### src/rtl/vect_mem_unit.sv
// vect_mem_unit: serializes M-lane vector stores/loads onto an N-bit single-port memory, one lane per cycle.
// Optional `VECT_MEM_STRIDE_EN adds a latched address stride input.
module vect_mem_unit #(
    parameter int N  = 24,
    parameter int M  = 6,
    parameter int AW = 16
) (
    input  logic          clk,
    input  logic          rst,
    input  logic          start,
    input  logic          memWrite,
    input  logic [AW-1:0] addrBase,
`ifdef VECT_MEM_STRIDE_EN
    input  logic [AW-1:0] stride,
`endif
    input  logic [M*N-1:0] wdata,
    output logic [AW-1:0] memAddr,
    output logic          memWe,
    output logic          memRe,
    output logic [N-1:0]  memWdata,
    input  logic [N-1:0]  memRdata,
    output logic [M*N-1:0] rdata,
    output logic          stall,
    output logic          done
);
    localparam int IW = (M > 1) ? $clog2(M) : 1;

    typedef enum logic [2:0] {IDLE, STORE, LOAD, DRAIN, DONE} state_t;

    state_t              state_q, state_d;
    logic [IW-1:0]       i_q, i_d;
    logic [AW-1:0]       addr_q, addr_d, inc;
    logic [M*N-1:0]      wbuf_q, wbuf_d, rdata_q, rdata_d;
    logic [(M-1)*N-1:0]  shadow_q, shadow_d;
    logic                we_q, we_d, re_q, re_d, done_q, done_d;

`ifdef VECT_MEM_STRIDE_EN
    logic [AW-1:0] stride_q, stride_d;
    assign inc = stride_q;
`else
    assign inc = AW'(1);
`endif

    always_comb begin
        state_d  = state_q;
        i_d      = i_q;
        addr_d   = addr_q;
        wbuf_d   = wbuf_q;
        shadow_d = shadow_q;
        rdata_d  = rdata_q;
`ifdef VECT_MEM_STRIDE_EN
        stride_d = stride_q;
`endif
        case (state_q)
            IDLE: if (start) begin
                state_d = memWrite ? STORE : LOAD;
                i_d     = '0;
                addr_d  = addrBase;
                wbuf_d  = memWrite ? wdata : '0;
`ifdef VECT_MEM_STRIDE_EN
                stride_d = stride;
`endif
            end
            STORE: begin
                addr_d = addr_q + inc;
                i_d    = i_q + IW'(1);
                wbuf_d = wbuf_q >> N;
                if (i_q == IW'(M-1)) state_d = DONE;
            end
            LOAD: begin
                addr_d = addr_q + inc;
                i_d    = i_q + IW'(1);
                if (i_q != '0) shadow_d[N*(int'(i_q)-1) +: N] = memRdata;
                if (i_q == IW'(M-1)) state_d = DRAIN;
            end
            // final word bypasses the shadow so rdata is whole during DONE
            DRAIN: begin
                rdata_d = {memRdata, shadow_q};
                state_d = DONE;
            end
            default: state_d = IDLE;
        endcase
        we_d   = (state_d == STORE);
        re_d   = (state_d == LOAD);
        done_d = (state_d == DONE);
    end

    always_ff @(posedge clk or negedge rst) begin
        if (!rst) begin
            state_q  <= IDLE;
            i_q      <= '0;
            addr_q   <= '0;
            wbuf_q   <= '0;
            shadow_q <= '0;
            rdata_q  <= '0;
            we_q     <= 1'b0;
            re_q     <= 1'b0;
            done_q   <= 1'b0;
`ifdef VECT_MEM_STRIDE_EN
            stride_q <= '0;
`endif
        end else begin
            state_q  <= state_d;
            i_q      <= i_d;
            addr_q   <= addr_d;
            wbuf_q   <= wbuf_d;
            shadow_q <= shadow_d;
            rdata_q  <= rdata_d;
            we_q     <= we_d;
            re_q     <= re_d;
            done_q   <= done_d;
`ifdef VECT_MEM_STRIDE_EN
            stride_q <= stride_d;
`endif
        end
    end

    assign memAddr  = addr_q;
    assign memWe    = we_q;
    assign memRe    = re_q;
    assign memWdata = wbuf_q[N-1:0];
    assign rdata    = rdata_q;
    assign done     = done_q;
    assign stall    = rst & ((state_q == IDLE && start) || state_q == STORE
                           || state_q == LOAD || state_q == DRAIN);
endmodule
### config.mk
export PLATFORM = sky130hd
export DESIGN_NAME = vect_mem_unit
export DESIGN_NICKNAME = d
export VERILOG_FILES = /design/src/rtl/vect_mem_unit.sv
export SDC_FILE = /design/constraint.sdc
export NUM_CORES = 1
export LEC_CHECK = 0
export CAP_MARGIN = 15
export CORE_MARGIN = 3
export CORE_UTILIZATION = 39
export CTS_CLUSTER_SIZE = 8
export DETAILED_ROUTE_END_ITERATION = 12
export GPL_TIMING_DRIVEN = 0
export SETUP_SLACK_MARGIN = 0.15
export SLEW_MARGIN = 20
export SYNTH_ARGS = -nofsm -noshare
export SYNTH_HDL_FRONTEND = slang
export SYNTH_SLANG_ARGS = --single-unit
### constraint.sdc
create_clock -name clk -period 7.9 [get_ports clk]
set_input_delay 1.58 -clock clk [delete_from_list [all_inputs] [get_ports clk]]
set_output_delay 1.58 -clock clk [all_outputs]
set_load 0.005 [all_outputs]
==> flow_metrics.tcl, run 1 <==
set metrics [dict create \
    outcome "complete, no violations" \
    ctsRootBufferMaster "clkbuf_16" \
    io_pins 376 \
    end_kind "register" \
    cts_resized 0 \
    cts.htree.levels 2 \
    syn_to_final_growth_pct 32.53 \
    max_freq_mhz 139.8 \
    p_seq_share_pct 33.5 \
    antenna_found_initial 7 \
    hpwlAfterDp_um 47450 \
    syn_area_per_cell_um2 10.91 \
    synth_edf_count 0 \
    postCtsHoldBufs 0 \
    timing_hold_violations_final 0 \
    clock_path_buffers 3 \
    required_ns 8.37 \
    cpPeakStageDelay_ns 0.66 \
    cpMaxStageDelayCell "nor2_1" \
    drt_iter0_drc 989 \
    postLayoutCellArea_mm2 0.02568 \
    path_max_fanout 11 \
    synthCells 1775 \
    die_h_um 228.9 \
    synth_compound_area_share_pct 10.97 \
    muxShareOfSynthArea_pct 13.85 \
    drv_slew 0 \
    cp_common_cell "ha_1" \
    setup_viol 0 \
    fillers 4521 \
    die_w_um 228.9 \
    drt-pass1-iter-count 5 \
    clock_latency_ns 0.61 \
    p_total_mw 10.03 \
    grt_max_degree 97 \
    synth_adder_area_share_pct 1.305 \
    wl_um 63670 \
    vias_per_cell 5.313 \
    layout.nets 2423 \
    clock_skew_ns 0.02084 \
    hold_path_depth 2 \
    crit_type "register to register" \
    swShare_pct 38.60 \
    leakage_nw 11.25 \
    critPathTopFamily "buffers and inverters" \
    min_period_over_period_pct 90.56 \
    grt_first_pass_wirelength_um 96680 \
    postCtsSetupBuffers 0 \
    grt_pass1_vias 15710 \
    seq_area_frac_synth_pct 55.93 \
    switchingPower_mw 3.873 \
    p_int_mw 6.162 \
    cp_cell_sequence "buf_2 > inv_1 > clkbuf_1 > clkbuf_1 > ha_1 > xnor2_4 > inv_1 > ha_1 > ha_1 > fa_1 > xor2_2 > nor2_2 > inv_1 > ha_1 > buf_6 > nor2b_1 > buf_2 > nand2_1 > nor2_1 > a21oi_2 > nor4_4 > mux2_2" \
    worst_setup_path_start_kind "register" \
    arrival_ns 7.63 \
    critPathBufInv 8 \
    synthSimpleGateAreaFrac_pct 13.76 \
    p_per_area_mw_per_mm2 390.8 \
    cts_sinks 433 \
    clkTransAtPathRegs_ns 0.05 \
    syn-num-nets 1982 \
    peakVddDrop_uv 231.1 \
    overflow 0 \
    combPwrFrac_pct 44.0 \
    timing.hold.ws_ns 0.4608 \
    drive_gt1_share_pct 15.95 \
    fin_util_pct 52.34 \
    ant_nets 0 \
    initial_core_util_pct 39.50 \
    portBuffers 374 \
    async_reset_ff_share_pct 100.0 \
    core_mm2 0.04905 \
    maxCapViolCount 0 \
    worstMarginPinSlew_ns 1.113 \
    ys_warn_count 0 \
    cp.depth 22 \
    ff2ff_path_depth 22 \
    layout_commonest_cell "dfrtp_1" \
    vias 15349 \
    cts_tree "yes" \
    min_period_ns 7.154 \
    rsz0062_at_grt "false" \
    p_clk_share_pct 22.5 \
    synthDistinctLibCells 64 \
    num_rows 81 \
    wire_per_inst_um 22.04 \
    ys_ff_latch 433 \
    fin_tns_setup_ns 0 \
    finalWeightedCongestion 0.9317 \
    yosys_most_used_dff "dfrtp_1" \
    layout_common_cells "dfrtp_1 (433), clkdlybuf4s50_1 (373), nor2_1 (267)" \
    slew_headroom_pct 25.21 \
    hp-class "register to register" \
    dieArea_mm2 0.05239 \
    netlist_area_mm2 0.01937 \
    place_area_mm2 0.02410 \
    cts_buffers 60 \
    synth_top_family_by_area "multiplexers" \
    synth-xor-area-share_pct 0.6329 \
    track_usage_pct 23.80 \
    drcViolationCount 0 \
]
-- layout make-up --
cell class,count,area [um2],share of cell area (%)
Multi-Input combinational cell,1190,7855,30.59
Clock inverter,3,25.02,0.09746
Clock buffer,62,1540,5.999
Timing Repair Buffer,379,3886,15.14
Tap cell,664,830.8,3.236
Buffer,129,601.8,2.344
Antenna cell,6,15.01,0.05848
Sequential cell,433,10840,42.20
Inverter,23,86.33,0.3362
-- tightest hold or removal path, stage by stage, from the launching register on --
cell	delay, ns
dfrtp_1	0.34
nand2_1	0.05
nand2_1	0.05
-- synth_stat cells (4+ instances only) --
library cell / n / share of area (%)
mux2i_1: 24 / 1.2
ha_1: 17 / 1.1
mux2_2: 217 / 13
or3_1: 5 / 0.16
inv_1: 22 / 0.43
nand4_1: 5 / 0.16
nand3b_1: 4 / 0.16
a21oi_1: 125 / 3.2
nor3_1: 116 / 3.0
or2_2: 9 / 0.29
o22a_1: 8 / 0.36
nor2b_1: 12 / 0.39
nand3_1: 16 / 0.41
a22oi_1: 31 / 1.2
nand2_1: 118 / 2.3
o31ai_1: 7 / 0.27
buf_4: 24 / 0.93
nor4_1: 5 / 0.16
buf_1: 5 / 0.097
nor2_1: 267 / 5.2
dfrtp_1: 433 / 56
a2bb2oi_1: 8 / 0.36
nor4_4: 4 / 0.44
o21ai_1: 14 / 0.36
nand2b_1: 5 / 0.16
clkbuf_1: 88 / 1.7
o221a_2: 6 / 0.35
o22ai_1: 19 / 0.61
buf_2: 10 / 0.26
xnor2_1: 6 / 0.27
a22o_1: 49 / 2.2
o21ai_0: 48 / 1.2
-- state kept, by name, indices dropped and copies added, names as in the netlist --
signal,cells
memAddr,16
state_q,3
memWe,1
memRe,1
done,1
rdata,144
i_q,3
wbuf_q,144
shadow_q,120
-- final timing paths --
kind	from	end	slack (ns)
worst min-delay path	wbuf_q[125]	wbuf_q[101]	0.46
worst max register to register	i_q[0]	shadow_q[118]	0.75
worst min register to register	wbuf_q[125]	wbuf_q[101]	0.46
worst max-delay path	i_q[0]	shadow_q[118]	0.75
max in group asynchronous	rst	wbuf_q[132]	5.57
min in group asynchronous	rst	rdata[26]	0.82
-- layer usage --
metal | vias to the layer above | share of wire [%] | GRT usage [%] | wire [um]
met2 | 548 | 47 | 38.51 | 29880
met1 | 7627 | 44 | 31.97 | 27870
met4 | 4 | 1.9 | 6.373 | 1237
met5 | - | 0.042 | 0 | 27
li1 | 7090 | - | - | -
met3 | 80 | 7.3 | 6.157 | 4652
-- power by group through the flow --
stage | sequential (mW) | clock, mW | combinational [mW]
finish | 3.36 | 2.26 | 4.41
global route | 3.45 | 2.40 | 4.81
CTS | 3.36 | 2.32 | 4.41
detailed placement | 3.39 | 0 | 4.37
global placement | 3.38 | 0 | 4.31
floorplan | 3.28 | 0 | 2.62
-- stage by stage --
| step | worst slack (ns) | instances |
|---|---|---|
| floorplan | 2.203 | 1775 |
| global placement | -13.85 | 2813 |
| detailed placement | 0.8552 | 2818 |
| CTS | 0.8435 | 2883 |
| global route | 0.4295 | 2888 |
| finish | 0.7461 | 2889 |
-- cells by family (layout without fill, tap and decap cells) --
logic type                 count (synthesis)  count (layout)
xor gates and xnor gates                  11              11
other                                      0               6
adders and majority gates                 19              19
DFF                                      433             433
AOI/OAI and AO/OA                        333             333
buffers and inverters                    152             596
and+or+nand+nor                          586             586
muxes                                    241             241
Note: power is estimated with default switching activity, not from simulation.
==> run 2: changes to the inputs <==
Settings changed: CELL_PAD_IN_SITES_DETAIL_PLACEMENT from default to 0, CELL_PAD_IN_SITES_GLOBAL_PLACEMENT from default to 2, CORE_UTILIZATION 39 to 33, PLACE_DENSITY_LB_ADDON from default to 0.1.
==> flow_metrics.tcl, run 2 (synthesized netlist as in run 1, its figures left out) <==
set metrics [dict create \
    wl_um 65030 \
    postCtsSetupBuffers 0 \
    critPathTopFamily "buffers and inverters" \
    fillers 5658 \
    hold_path_depth 2 \
    worst_setup_path_start_kind "register" \
    critPathBufInv 8 \
    postCtsHoldBufs 0 \
    clock_latency_ns 0.61 \
    layout_common_cells "dfrtp_1 (433), clkdlybuf4s50_1 (373), nor2_1 (266)" \
    rsz0062_at_grt "false" \
    crit_type "register to register" \
    end_kind "register" \
    min_period_over_period_pct 88.26 \
    num_rows 88 \
    overflow 0 \
    maxCapViolCount 0 \
    clkTransAtPathRegs_ns 0.05 \
    peakVddDrop_uv 201.3 \
    hpwlAfterDp_um 49070 \
    fin_util_pct 44.59 \
    track_usage_pct 20.65 \
    drcViolationCount 0 \
    core_mm2 0.05792 \
    vias_per_cell 5.016 \
    required_ns 8.40 \
    layout.nets 2422 \
    initial_core_util_pct 33.45 \
    p_seq_share_pct 33.2 \
    cts_resized 0 \
    cts_tree "yes" \
    drt-met1-wl_um 27590 \
    place_ws_ns 0.9285 \
    met2_length_um 32780 \
    multi_input_area_mm2 0.007866 \
    ff_latch_area_mm2 0.01084 \
    grt_pass1_vias 15648 \
    min_period_ns 6.973 \
    cts_buffers 60 \
    ant_nets 0 \
    grt_max_degree 96 \
    layout_commonest_cell "dfrtp_1" \
    antenna_found_initial 2 \
    cpPeakStageDelay_ns 0.64 \
    path_max_fanout 11 \
    ctsRootBufferMaster "clkbuf_16" \
    cp_cell_sequence "buf_2 > inv_1 > clkbuf_1 > clkbuf_1 > ha_1 > xnor2_4 > inv_1 > ha_1 > ha_1 > fa_1 > xor2_2 > nor2_2 > inv_1 > ha_1 > buf_6 > nor4b_2 > mux2i_1 > a211o_1 > a21o_1 > buf_6 > nor4_4 > mux2_2" \
    drive_gt1_share_pct 15.99 \
    worstMarginPinSlew_ns 0.9383 \
    p_per_area_mw_per_mm2 390.5 \
    dieArea_mm2 0.06165 \
    die_h_um 248.3 \
    wire_per_inst_um 21.77 \
    ff2ff_path_depth 22 \
    io_pins 376 \
    wl_met3_um 2961 \
    combPwrFrac_pct 43.8 \
    p_int_mw 6.189 \
    finalWeightedCongestion 0.8244 \
    dr.max_layer_used "met5" \
    cts_sinks 433 \
    cp_common_cell "ha_1" \
    place_area_mm2 0.02420 \
    clock_skew_ns 0.01077 \
    die_w_um 248.3 \
    p_clk_share_pct 22.9 \
    drt_iter0_drc 666 \
    hp-class "register to register" \
    leakage_nw 11.27 \
    cp.depth 22 \
    timing_hold_violations_final 0 \
    fin_tns_setup_ns 0 \
    cts.htree.levels 2 \
    arrival_ns 7.47 \
    clock_path_buffers 3 \
    portBuffers 374 \
    syn_to_final_growth_pct 33.29 \
    grt_first_pass_wirelength_um 96590 \
    drv_slew 0 \
    postLayoutCellArea_mm2 0.02582 \
    setup_slack_ns 0.9274 \
    switchingPower_mw 3.894 \
    setup_viol 0 \
    slew_headroom_pct 36.97 \
    max_freq_mhz 143.4 \
    outcome "complete, no violations" \
    cpMaxStageDelayCell "nor4_4" \
    drt-pass1-iter-count 5 \
    vias 14984 \
    swShare_pct 38.62 \
]
==> run 2: per-layer routing <==
layer	GRT usage [%]	vias up
li1	-	7102
met1	26.34	7419
met2	36.22	364
met3	3.111	97
met4	6.229	2
met5	0	-
==> run 2: power groups by stage <==
stage / Combinational (mW) / Sequential (mW) / Clock (mW)
final: 4.42 / 3.35 / 2.31
after global placement: 4.40 / 3.38 / 0
after detailed placement: 4.44 / 3.39 / 0
after floorplan: 2.62 / 3.28 / 0
after global routing: 4.85 / 3.44 / 2.48
after CTS: 4.47 / 3.36 / 2.39
==> run 2: layout make-up <==
cell class	instances	share of cell area, %
clock buffers	65	6.086
diodes	2	0.01938
inverters	23	0.3343
multi-input cells	1190	30.46
clock inverters	2	0.1551
plain buffers	129	2.331
well taps	765	3.707
flip-flops and latches	433	41.96
repair buffers	378	14.94
==> run 2: final timing paths <==
path | slack [ns] | startpoint | to
max | 0.93 | i_q[0] | shadow_q[117]
min | 0.46 | wbuf_q[122] | wbuf_q[98]
max reg2reg | 0.93 | i_q[0] | shadow_q[117]
min reg2reg | 0.46 | wbuf_q[122] | wbuf_q[98]
max in group asynchronous | 5.54 | rst | rdata[135]
min in group asynchronous | 0.92 | rst | memAddr[13]
==> run 2: per-stage QoR <==
step / std cells / hold slack (ns) / total power [mW]
after floorplan: 1775 / 0.4386 / 5.900
after global routing: 2985 / 0.4880 / 10.77
final: 2987 / 0.4614 / 10.08
after detailed placement: 2918 / 0.4532 / 7.827
after global placement: 2914 / 0.4492 / 7.783
after CTS: 2985 / 0.4638 / 10.22
==> run 2: worst reg2reg max path, stage by stage (launching register included) <==
cell,delay (ns)
dfrtp_1,0.48
buf_2,0.24
inv_1,0.11
clkbuf_1,0.43
clkbuf_1,0.50
ha_1,0.41
xnor2_4,0.22
inv_1,0.23
ha_1,0.34
ha_1,0.19
fa_1,0.40
xor2_2,0.22
nor2_2,0.30
inv_1,0.08
ha_1,0.33
buf_6,0.16
nor4b_2,0.27
mux2i_1,0.13
a211o_1,0.39
a21o_1,0.20
buf_6,0.14
nor4_4,0.65
mux2_2,0.42
